==> config.mk <==
export PLATFORM = sky130hd
export DESIGN_NAME = mem_stage_lsu_flat
export DESIGN_NICKNAME = d
export VERILOG_FILES = /design/src/rtl/mem_stage_lsu_if.sv /design/src/rtl/mem_stage_lsu.sv /design/src/flat_wrapper.sv
export SDC_FILE = /design/constraint.sdc
export NUM_CORES = 1
export LEC_CHECK = 0
export CORE_AREA = 2 2 262 264
export DETAILED_ROUTE_END_ITERATION = 10
export DIE_AREA = 0 0 264 266
export PLACE_DENSITY_LB_ADDON = 0.1
export SETUP_SLACK_MARGIN = 0.02
export SLEW_MARGIN = 20
export SYNTH_ARGS = -nofsm -noshare
export SYNTH_HDL_FRONTEND = slang
export SYNTH_SLANG_ARGS = --single-unit
==> constraint.sdc <==
create_clock -name clk -period 2.4 [get_ports clk]
set_input_delay 0.48 -clock clk [delete_from_list [all_inputs] [get_ports clk]]
set_output_delay 0.48 -clock clk [all_outputs]
set_load 0.005 [all_outputs]
==> src/rtl/mem_stage_lsu_if.sv <==
// Data-RAM request/response bus between the memory stage and the RAM.
// One access in flight at a time: req/gnt accepts it, rvalid completes it.
interface mem_stage_lsu_if #(
  parameter int DATA_WIDTH = 64
);
  logic                    mem_req;
  logic                    mem_we;
  logic [DATA_WIDTH-1:0]   mem_addr;
  logic [DATA_WIDTH/8-1:0] mem_wstrb;
  logic [DATA_WIDTH-1:0]   mem_wdata;
  logic                    mem_gnt;
  logic                    mem_rvalid;
  logic [DATA_WIDTH-1:0]   mem_rdata;

  modport master (
    output mem_req, mem_we, mem_addr, mem_wstrb, mem_wdata,
    input  mem_gnt, mem_rvalid, mem_rdata
  );

  modport slave (
    input  mem_req, mem_we, mem_addr, mem_wstrb, mem_wdata,
    output mem_gnt, mem_rvalid, mem_rdata
  );
endinterface

==> src/rtl/mem_stage_lsu.sv <==
// RV64I memory stage: issues loads/stores over the RAM bus, extends load data,
// stalls upstream while an access is outstanding and fills the MEM->WB register.
module mem_stage_lsu #(
  parameter int DATA_WIDTH = 64,
  parameter int RF_SIZE    = 5
) (
  input  logic                  clk,
  input  logic                  rst_n,
  input  logic [DATA_WIDTH-1:0] ex_pc,
  input  logic [DATA_WIDTH-1:0] ex_pc_next,
  input  logic [DATA_WIDTH-1:0] ex_alu_result,
  input  logic [DATA_WIDTH-1:0] ex_store_data,
  input  logic [RF_SIZE-1:0]    ex_rd,
  input  logic                  ex_reg_wen,
  input  logic                  ex_mem_ren,
  input  logic                  ex_mem_wen,
  input  logic [2:0]            ex_detail,
  input  logic                  ex_enable,
  output logic                  stall_o,
  output logic                  misalign_o,
  mem_stage_lsu_if.master       mem,
  output logic [DATA_WIDTH-1:0] wb_pc,
  output logic [DATA_WIDTH-1:0] wb_pc_next,
  output logic [RF_SIZE-1:0]    wb_rd,
  output logic                  wb_reg_wen,
  output logic                  wb_mem_ren,
  output logic [DATA_WIDTH-1:0] wb_data,
  output logic                  wb_enable
);

  localparam logic [0:0] IDLE = 1'b0;
  localparam logic [0:0] WAIT = 1'b1;

  logic [0:0]            state;
  logic                  is_store;
  logic                  is_load;
  logic                  mem_op;
  logic                  aligned;
  logic                  acc_ok;
  logic                  misaligned;
  logic                  sext;
  logic [1:0]            size;
  logic [2:0]            off;
  logic [5:0]            shamt;
  logic [7:0]            size_mask;
  logic [DATA_WIDTH-1:0] lane;
  logic [DATA_WIDTH-1:0] load_ext;

  // A store wins if both enables are set
  assign is_store   = ex_mem_wen;
  assign is_load    = ex_mem_ren & ~ex_mem_wen;
  assign mem_op     = ex_enable & (ex_mem_ren | ex_mem_wen);
  assign size       = ex_detail[1:0];
  assign off        = ex_alu_result[2:0];
  assign shamt      = {off, 3'b000};
  assign sext       = ~ex_detail[2];

  always_comb begin
    aligned   = 1'b1;
    size_mask = 8'h01;
    case (size)
      2'd0: begin aligned = 1'b1;             size_mask = 8'h01; end
      2'd1: begin aligned = ~off[0];          size_mask = 8'h03; end
      2'd2: begin aligned = (off[1:0] == 2'b00); size_mask = 8'h0F; end
      default: begin aligned = (off == 3'b000); size_mask = 8'hFF; end
    endcase
  end

  assign acc_ok     = mem_op & aligned;
  assign misaligned = mem_op & ~aligned;

  // Request fields come straight from EXMEM, which is frozen by stall_o
  assign mem.mem_req   = acc_ok & (state == IDLE);
  assign mem.mem_we    = acc_ok & is_store;
  assign mem.mem_addr  = {ex_alu_result[DATA_WIDTH-1:3], 3'b000};
  assign mem.mem_wstrb = is_store ? (size_mask << off) : '0;
  assign mem.mem_wdata = is_store ? (ex_store_data << shamt) : '0;

  // Drops in the rvalid cycle so upstream advances on that same edge
  assign stall_o = acc_ok & ~((state == WAIT) & mem.mem_rvalid);

  assign lane = mem.mem_rdata >> shamt;

  always_comb begin
    load_ext = lane;
    case (size)
      2'd0: load_ext = {{(DATA_WIDTH-8){sext & lane[7]}}, lane[7:0]};
      2'd1: load_ext = {{(DATA_WIDTH-16){sext & lane[15]}}, lane[15:0]};
      2'd2: load_ext = {{(DATA_WIDTH-32){sext & lane[31]}}, lane[31:0]};
      default: load_ext = lane;
    endcase
  end

  always_ff @(posedge clk or negedge rst_n) begin
    if (!rst_n) begin
      state <= IDLE;
    end else begin
      case (state)
        IDLE: if (mem.mem_req && mem.mem_gnt) state <= WAIT;
        WAIT: if (mem.mem_rvalid) state <= IDLE;
        default: state <= IDLE;
      endcase
    end
  end

  // A stall cycle inserts a bubble; otherwise the EX slot moves into WB
  always_ff @(posedge clk or negedge rst_n) begin
    if (!rst_n) begin
      wb_pc      <= '0;
      wb_pc_next <= '0;
      wb_rd      <= '0;
      wb_reg_wen <= 1'b0;
      wb_mem_ren <= 1'b0;
      wb_data    <= '0;
      wb_enable  <= 1'b0;
      misalign_o <= 1'b0;
    end else begin
      misalign_o <= misaligned;
      if (stall_o) begin
        wb_enable <= 1'b0;
      end else begin
        wb_pc      <= ex_pc;
        wb_pc_next <= ex_pc_next;
        wb_rd      <= ex_rd;
        wb_reg_wen <= ex_reg_wen & ~misaligned;
        wb_mem_ren <= is_load & ~misaligned;
        wb_enable  <= ex_enable;
        if (acc_ok && is_load)
          wb_data <= load_ext;
        else if (mem_op)
          wb_data <= '0;
        else
          wb_data <= ex_alu_result;
      end
    end
  end

endmodule
==> src/flat_wrapper.sv <==
// flat-port wrapper written by rule: the top's interface ports become plain ports
module mem_stage_lsu_flat 
#(
  parameter int DATA_WIDTH = 64,
  parameter int RF_SIZE    = 5
)
  (clk, rst_n, ex_pc, ex_pc_next, ex_alu_result, ex_store_data, ex_rd, ex_reg_wen, ex_mem_ren, ex_mem_wen, ex_detail, ex_enable, stall_o, misalign_o, wb_pc, wb_pc_next, wb_rd, wb_reg_wen, wb_mem_ren, wb_data, wb_enable, mem_mem_req, mem_mem_we, mem_mem_addr, mem_mem_wstrb, mem_mem_wdata, mem_mem_gnt, mem_mem_rvalid, mem_mem_rdata);
  mem_stage_lsu_if #(.DATA_WIDTH(DATA_WIDTH)) mem_i ();
  input  logic clk;
  input  logic rst_n;
  input  logic [DATA_WIDTH-1:0] ex_pc;
  input  logic [DATA_WIDTH-1:0] ex_pc_next;
  input  logic [DATA_WIDTH-1:0] ex_alu_result;
  input  logic [DATA_WIDTH-1:0] ex_store_data;
  input  logic [RF_SIZE-1:0] ex_rd;
  input  logic ex_reg_wen;
  input  logic ex_mem_ren;
  input  logic ex_mem_wen;
  input  logic [2:0] ex_detail;
  input  logic ex_enable;
  output logic stall_o;
  output logic misalign_o;
  output logic [DATA_WIDTH-1:0] wb_pc;
  output logic [DATA_WIDTH-1:0] wb_pc_next;
  output logic [RF_SIZE-1:0] wb_rd;
  output logic wb_reg_wen;
  output logic wb_mem_ren;
  output logic [DATA_WIDTH-1:0] wb_data;
  output logic wb_enable;
  output wire logic [$bits(mem_i.mem_req)-1:0] mem_mem_req;
  output wire logic [$bits(mem_i.mem_we)-1:0] mem_mem_we;
  output wire logic [$bits(mem_i.mem_addr)-1:0] mem_mem_addr;
  output wire logic [$bits(mem_i.mem_wstrb)-1:0] mem_mem_wstrb;
  output wire logic [$bits(mem_i.mem_wdata)-1:0] mem_mem_wdata;
  input wire logic [$bits(mem_i.mem_gnt)-1:0] mem_mem_gnt;
  input wire logic [$bits(mem_i.mem_rvalid)-1:0] mem_mem_rvalid;
  input wire logic [$bits(mem_i.mem_rdata)-1:0] mem_mem_rdata;
  assign mem_mem_req = mem_i.mem_req;
  assign mem_mem_we = mem_i.mem_we;
  assign mem_mem_addr = mem_i.mem_addr;
  assign mem_mem_wstrb = mem_i.mem_wstrb;
  assign mem_mem_wdata = mem_i.mem_wdata;
  assign mem_i.mem_gnt = mem_mem_gnt;
  assign mem_i.mem_rvalid = mem_mem_rvalid;
  assign mem_i.mem_rdata = mem_mem_rdata;
  mem_stage_lsu #(.DATA_WIDTH(DATA_WIDTH), .RF_SIZE(RF_SIZE)) u_core (.clk(clk), .rst_n(rst_n), .ex_pc(ex_pc), .ex_pc_next(ex_pc_next), .ex_alu_result(ex_alu_result), .ex_store_data(ex_store_data), .ex_rd(ex_rd), .ex_reg_wen(ex_reg_wen), .ex_mem_ren(ex_mem_ren), .ex_mem_wen(ex_mem_wen), .ex_detail(ex_detail), .ex_enable(ex_enable), .stall_o(stall_o), .misalign_o(misalign_o), .mem(mem_i), .wb_pc(wb_pc), .wb_pc_next(wb_pc_next), .wb_rd(wb_rd), .wb_reg_wen(wb_reg_wen), .wb_mem_ren(wb_mem_ren), .wb_data(wb_data), .wb_enable(wb_enable));
endmodule
==> flow_results.xml <==
<?xml version="1.0" encoding="UTF-8"?>
<metrics>
  <group name="clocking">
    <metric name="clockRootBuffer" unit="">clkbuf_16</metric>
    <metric name="clock_path_buffers" unit="">3</metric>
    <metric name="number_of_buffers_created_by_cts" unit="">27</metric>
    <metric name="clkSinkCount" unit="">202</metric>
    <metric name="worst_setup_hold_path_clk_slew" unit="ns">0.06</metric>
    <metric name="cts-htree-levels" unit="">1</metric>
    <metric name="cts_tree" unit="">yes</metric>
    <metric name="worstSkewPairLatency" unit="ns">0.57</metric>
  </group>
  <group name="critical_path">
    <metric name="largest_fanout_on_the_critical_path" unit="">1</metric>
    <metric name="end_kind" unit="">output pin</metric>
    <metric name="worstRegToRegCells" unit="">7</metric>
    <metric name="r2r_end" unit="">u_core.wb_data[15]</metric>
    <metric name="crit_path_start_kind" unit="">input port</metric>
    <metric name="cp.arrival" unit="ns">1.86</metric>
    <metric name="reg2reg_setup_slack" unit="ns">0.64</metric>
    <metric name="cp_data_required_time" unit="ns">1.92</metric>
    <metric name="worstReg2RegStart" unit="">u_core.state</metric>
    <metric name="critical_path_class" unit="">input port to output pin</metric>
  </group>
  <group name="power_and_ir_drop">
    <metric name="power.switching" unit="mW">3.51</metric>
    <metric name="internal_power" unit="mW">8.56</metric>
    <metric name="power.share.switching" unit="">0.291</metric>
    <metric name="cell_leakage_power" unit="nW">10.6</metric>
    <metric name="peak_vdd_ir" unit="V">0.000492</metric>
    <metric name="power.sequential.fraction" unit="">0.326</metric>
    <metric name="power_density" unit="nW/um^2">524</metric>
    <metric name="comb_power_share" unit="">0.314</metric>
    <metric name="clock_power_share" unit="">0.361</metric>
  </group>
  <group name="synth">
    <metric name="synth.most_common_cell" unit="">nand2_1</metric>
    <metric name="synth_largest_area_cell" unit="">dfrtp_1</metric>
    <metric name="ys.flop_type" unit="">dfrtp_1</metric>
    <metric name="synth-seq-cells" unit="">202</metric>
    <metric name="synthArstFlopShare" unit="">1.00</metric>
    <metric name="synth.yosys.warnings" unit="">0</metric>
    <metric name="synthesis.area" unit="sq um">12900</metric>
    <metric name="synth_largest_type_area_fraction" unit="">0.390</metric>
    <metric name="number_of_enable_type_register_cells_in_the_synthesized_netlist" unit="">0</metric>
    <metric name="postSynthCellCount" unit="">1504</metric>
    <metric name="synth.area.top_cells" unit="">dfrtp_1, nand2_1, mux4_2, mux2i_1, buf_4</metric>
    <metric name="post_synth_num_cell_types" unit="">60</metric>
    <metric name="portion_of_the_post_synthesis_area_used_by_sequential_elements" unit="">0.390</metric>
    <metric name="post_synthesis_average_cell_area" unit="sq um">8.61</metric>
    <metric name="yosys-top-cells-count" unit="">nand2_1, dfrtp_1, nor2_1</metric>
  </group>
  <group name="place">
    <metric name="buffer_ports.inserted" unit="">672</metric>
    <metric name="post-place-cells" unit="">3101</metric>
    <metric name="dp_hpwl" unit="um">55100</metric>
    <metric name="placedInstanceArea" unit="sq um">21700</metric>
    <metric name="preCtsSetupSlack" unit="ns">-0.436</metric>
    <metric name="weighted_congestion_reported_at_the_end_of_routability_driven_placement" unit="">0.831</metric>
  </group>
  <group name="drt">
    <metric name="antenna_violating_nets_post_route" unit="">0</metric>
    <metric name="first_pass_iters" unit="">5</metric>
    <metric name="detailedRoute.firstIterationViolations" unit="">753</metric>
    <metric name="via_count" unit="">13900</metric>
    <metric name="routed_wirelength" unit="um">69100</metric>
    <metric name="drc_errors" unit="">0</metric>
    <metric name="viasPerCell" unit="">4.39</metric>
    <metric name="post_drt_wl_per_cell" unit="um">21.7</metric>
  </group>
  <group name="timing">
    <metric name="worstMarginPinSlew" unit="ns">0.555</metric>
    <metric name="final-setup-viol-count" unit="">0</metric>
    <metric name="final-max-slew-violation-count" unit="">0</metric>
    <metric name="achievable-frequency" unit="MHz">427</metric>
    <metric name="relative_slew_margins" unit="">0.630</metric>
    <metric name="hold_viol_final" unit="">0</metric>
    <metric name="fin_crit" unit="ns">2.34</metric>
    <metric name="rsz0062_at_grt" unit="">no</metric>
    <metric name="fin_skew" unit="ns">0.0368</metric>
    <metric name="worst_slack" unit="ns">0.0595</metric>
    <metric name="min_period_over_period" unit="">0.975</metric>
  </group>
  <group name="hold_path">
    <metric name="min_delay_worst_endpoint" unit="">u_core.wb_pc_next[24]</metric>
    <metric name="whs_path_depth" unit="">3</metric>
    <metric name="worst_hold_path_type" unit="">input port to flip-flop</metric>
    <metric name="hold_path_startpoint" unit="">ex_pc_next[24]</metric>
  </group>
  <group name="die">
    <metric name="io_pins" unit="">676</metric>
    <metric name="die_w" unit="um">264</metric>
    <metric name="die_area" unit="sq um">70200</metric>
    <metric name="core_area" unit="sq um">67700</metric>
    <metric name="floorplan.die.height" unit="um">266</metric>
    <metric name="initial_core_util" unit="">0.191</metric>
    <metric name="placement_rows" unit="">96</metric>
  </group>
  <group name="cells_and_area">
    <metric name="area.growth.synth_to_final" unit="%">77.9</metric>
    <metric name="fin_area" unit="sq um">23000</metric>
    <metric name="nFillCells" unit="">7070</metric>
    <metric name="layout-drive-gt1-share" unit="">0.185</metric>
    <metric name="final_cells" unit="">3179</metric>
    <metric name="finish.net_count" unit="">2606</metric>
  </group>
  <group name="grt">
    <metric name="grt_start_max_net_pins" unit="">83</metric>
    <metric name="globalRoute.totalOverflow" unit="">0</metric>
    <metric name="antenna_found_initial" unit="">7</metric>
    <metric name="grtUsageTotal" unit="">0.190</metric>
    <metric name="grt_first_pass_wirelength" unit="um">99200</metric>
    <metric name="first_global_vias" unit="">14200</metric>
  </group>
  <group name="run_status">
    <metric name="status" unit="">complete, no violations</metric>
  </group>
  <group name="flow_run">
    <metric name="drv_cap" unit="">0</metric>
  </group>
</metrics>
[through the flow]
| stage | power [mW] | TNS [ns] | hold slack (ns) | utilization |
|---|---|---|---|---|
| finish | 12.1 | 0 | 0.434 | 0.340 |
| global route | 12.7 | 0 | 0.415 | 0.340 |
| CTS | 12.3 | -0.0206 | 0.395 | 0.339 |
| detailed placement | 7.81 | -68.23 | 0.454 | 0.320 |
| global placement | 7.79 | -65.04 | 0.448 | 0.320 |
| floorplan | 5.32 | 0 | 0.184 | - |
[area by class of cell]
| cell class | count | area (sq um) | area share |
|---|---|---|---|
| multi-input cells | 1116 | 6970 | 0.303 |
| well taps | 882 | 1100 | 0.0479 |
| flip-flops and latches | 202 | 5050 | 0.220 |
| inverters | 7 | 33.8 | 0.00147 |
| diodes | 6 | 15.0 | 0.000652 |
| clock buffers | 39 | 781 | 0.0339 |
| repair buffers | 916 | 8890 | 0.386 |
| clock inverters | 11 | 180 | 0.00782 |
[worst max-delay path, cell delays in order]
cell             delay, ns
clkdlybuf4s50_1       0.43
mux4_2                0.46
mux2i_1               0.14
nor2_1                0.05
dlygate4sd2_1         0.29
[metal layers]
metal | part of all wire | vias up | GRT usage
li1 | - | 6657 | -
met1 | 0.42 | 6702 | 0.236
met2 | 0.49 | 506 | 0.332
met3 | 0.068 | 71 | 0.0440
met4 | 0.021 | 6 | 0.0448
met5 | 0.00069 | - | 0
[cells in the final DEF (no fill, tap or decap), drive strengths merged, types with 3 or more instances in the layout]
| cell | n |
|---|---|
| clkdlybuf4s50 | 551 |
| nand2 | 491 |
| buf | 249 |
| dfrtp | 202 |
| nor2 | 95 |
| mux2i | 84 |
| a21oi | 83 |
| dlygate4sd2 | 77 |
| o21ai | 72 |
| mux4 | 52 |
| clkbuf | 47 |
| and2 | 34 |
| nand3 | 30 |
| a22oi | 23 |
| mux2 | 20 |
| a211oi | 18 |
| dlymetal6s2s | 15 |
| a31oi | 14 |
| nand2b | 12 |
| nor2b | 12 |
| clkdlybuf4s15 | 12 |
| nor3 | 10 |
| inv | 9 |
| a22o | 8 |
| a221o | 7 |
| a32o | 7 |
| diode | 6 |
| a211o | 6 |
| bufinv | 4 |
| clkinv | 4 |
| a2111oi | 3 |
| conb | 3 |
| bufbuf | 3 |
| o211ai | 3 |
[what timing repair did]
item,CTS,global route
endpoints found under the hold margin,58,0
hold buffers,1,0
cloned,5,0
setup buffers,15,2
gates resized for setup,170,50
setup endpoints to repair,75,34
pin swaps,4,6
[power groups by stage]
stage / logic [mW] / clock network (mW) / registers, mW
2_1_floorplan: 1.31 / 0 / 4.01
3_3_place_gp: 3.81 / 0 / 3.99
3_5_place_dp: 3.81 / 0 / 4.00
4_1_cts: 3.85 / 4.52 / 3.93
5_1_grt: 4.09 / 4.67 / 3.97
6_report: 3.79 / 4.35 / 3.93
[sequential cells by signal (all words and copies together) (netlist names)]
name and cells:
u_core.wb_data 64, u_core.wb_pc 64, u_core.wb_pc_next 64, u_core.wb_rd 5
u_core.misalign_o 1, u_core.state 1, u_core.wb_enable 1, u_core.wb_mem_ren 1
u_core.wb_reg_wen 1
[cell families after synthesis]
logic type             count (synthesis)  synth area share
AOI/OAI and AO/OA                    260             0.128
buffers and inverters                188            0.0848
DFF                                  202             0.390
muxes                                156             0.173
other                                  1          0.000290
and+or+nand+nor                      697             0.223
[worst max path at each step]
| stage | slack [ns] | start | end | cells after the start |
|---|---|---|---|---|
| after floorplan | 0.03 | ex_alu_result[0] | mem_mem_wstrb[6] | 9 |
| after global placement | -0.42 | ex_detail[0] | mem_mem_wstrb[6] | 7 |
| after detailed placement | -0.44 | ex_detail[1] | u_core.wb_data[15] | 9 |
| after CTS | -0.02 | ex_alu_result[0] | mem_mem_wdata[1] | 9 |
| after global routing | 0.02 | ex_alu_result[0] | mem_mem_wdata[44] | 7 |
| final | 0.06 | ex_store_data[56] | mem_mem_wdata[56] | 5 |
Note: power is estimated with default switching activity, not from simulation.
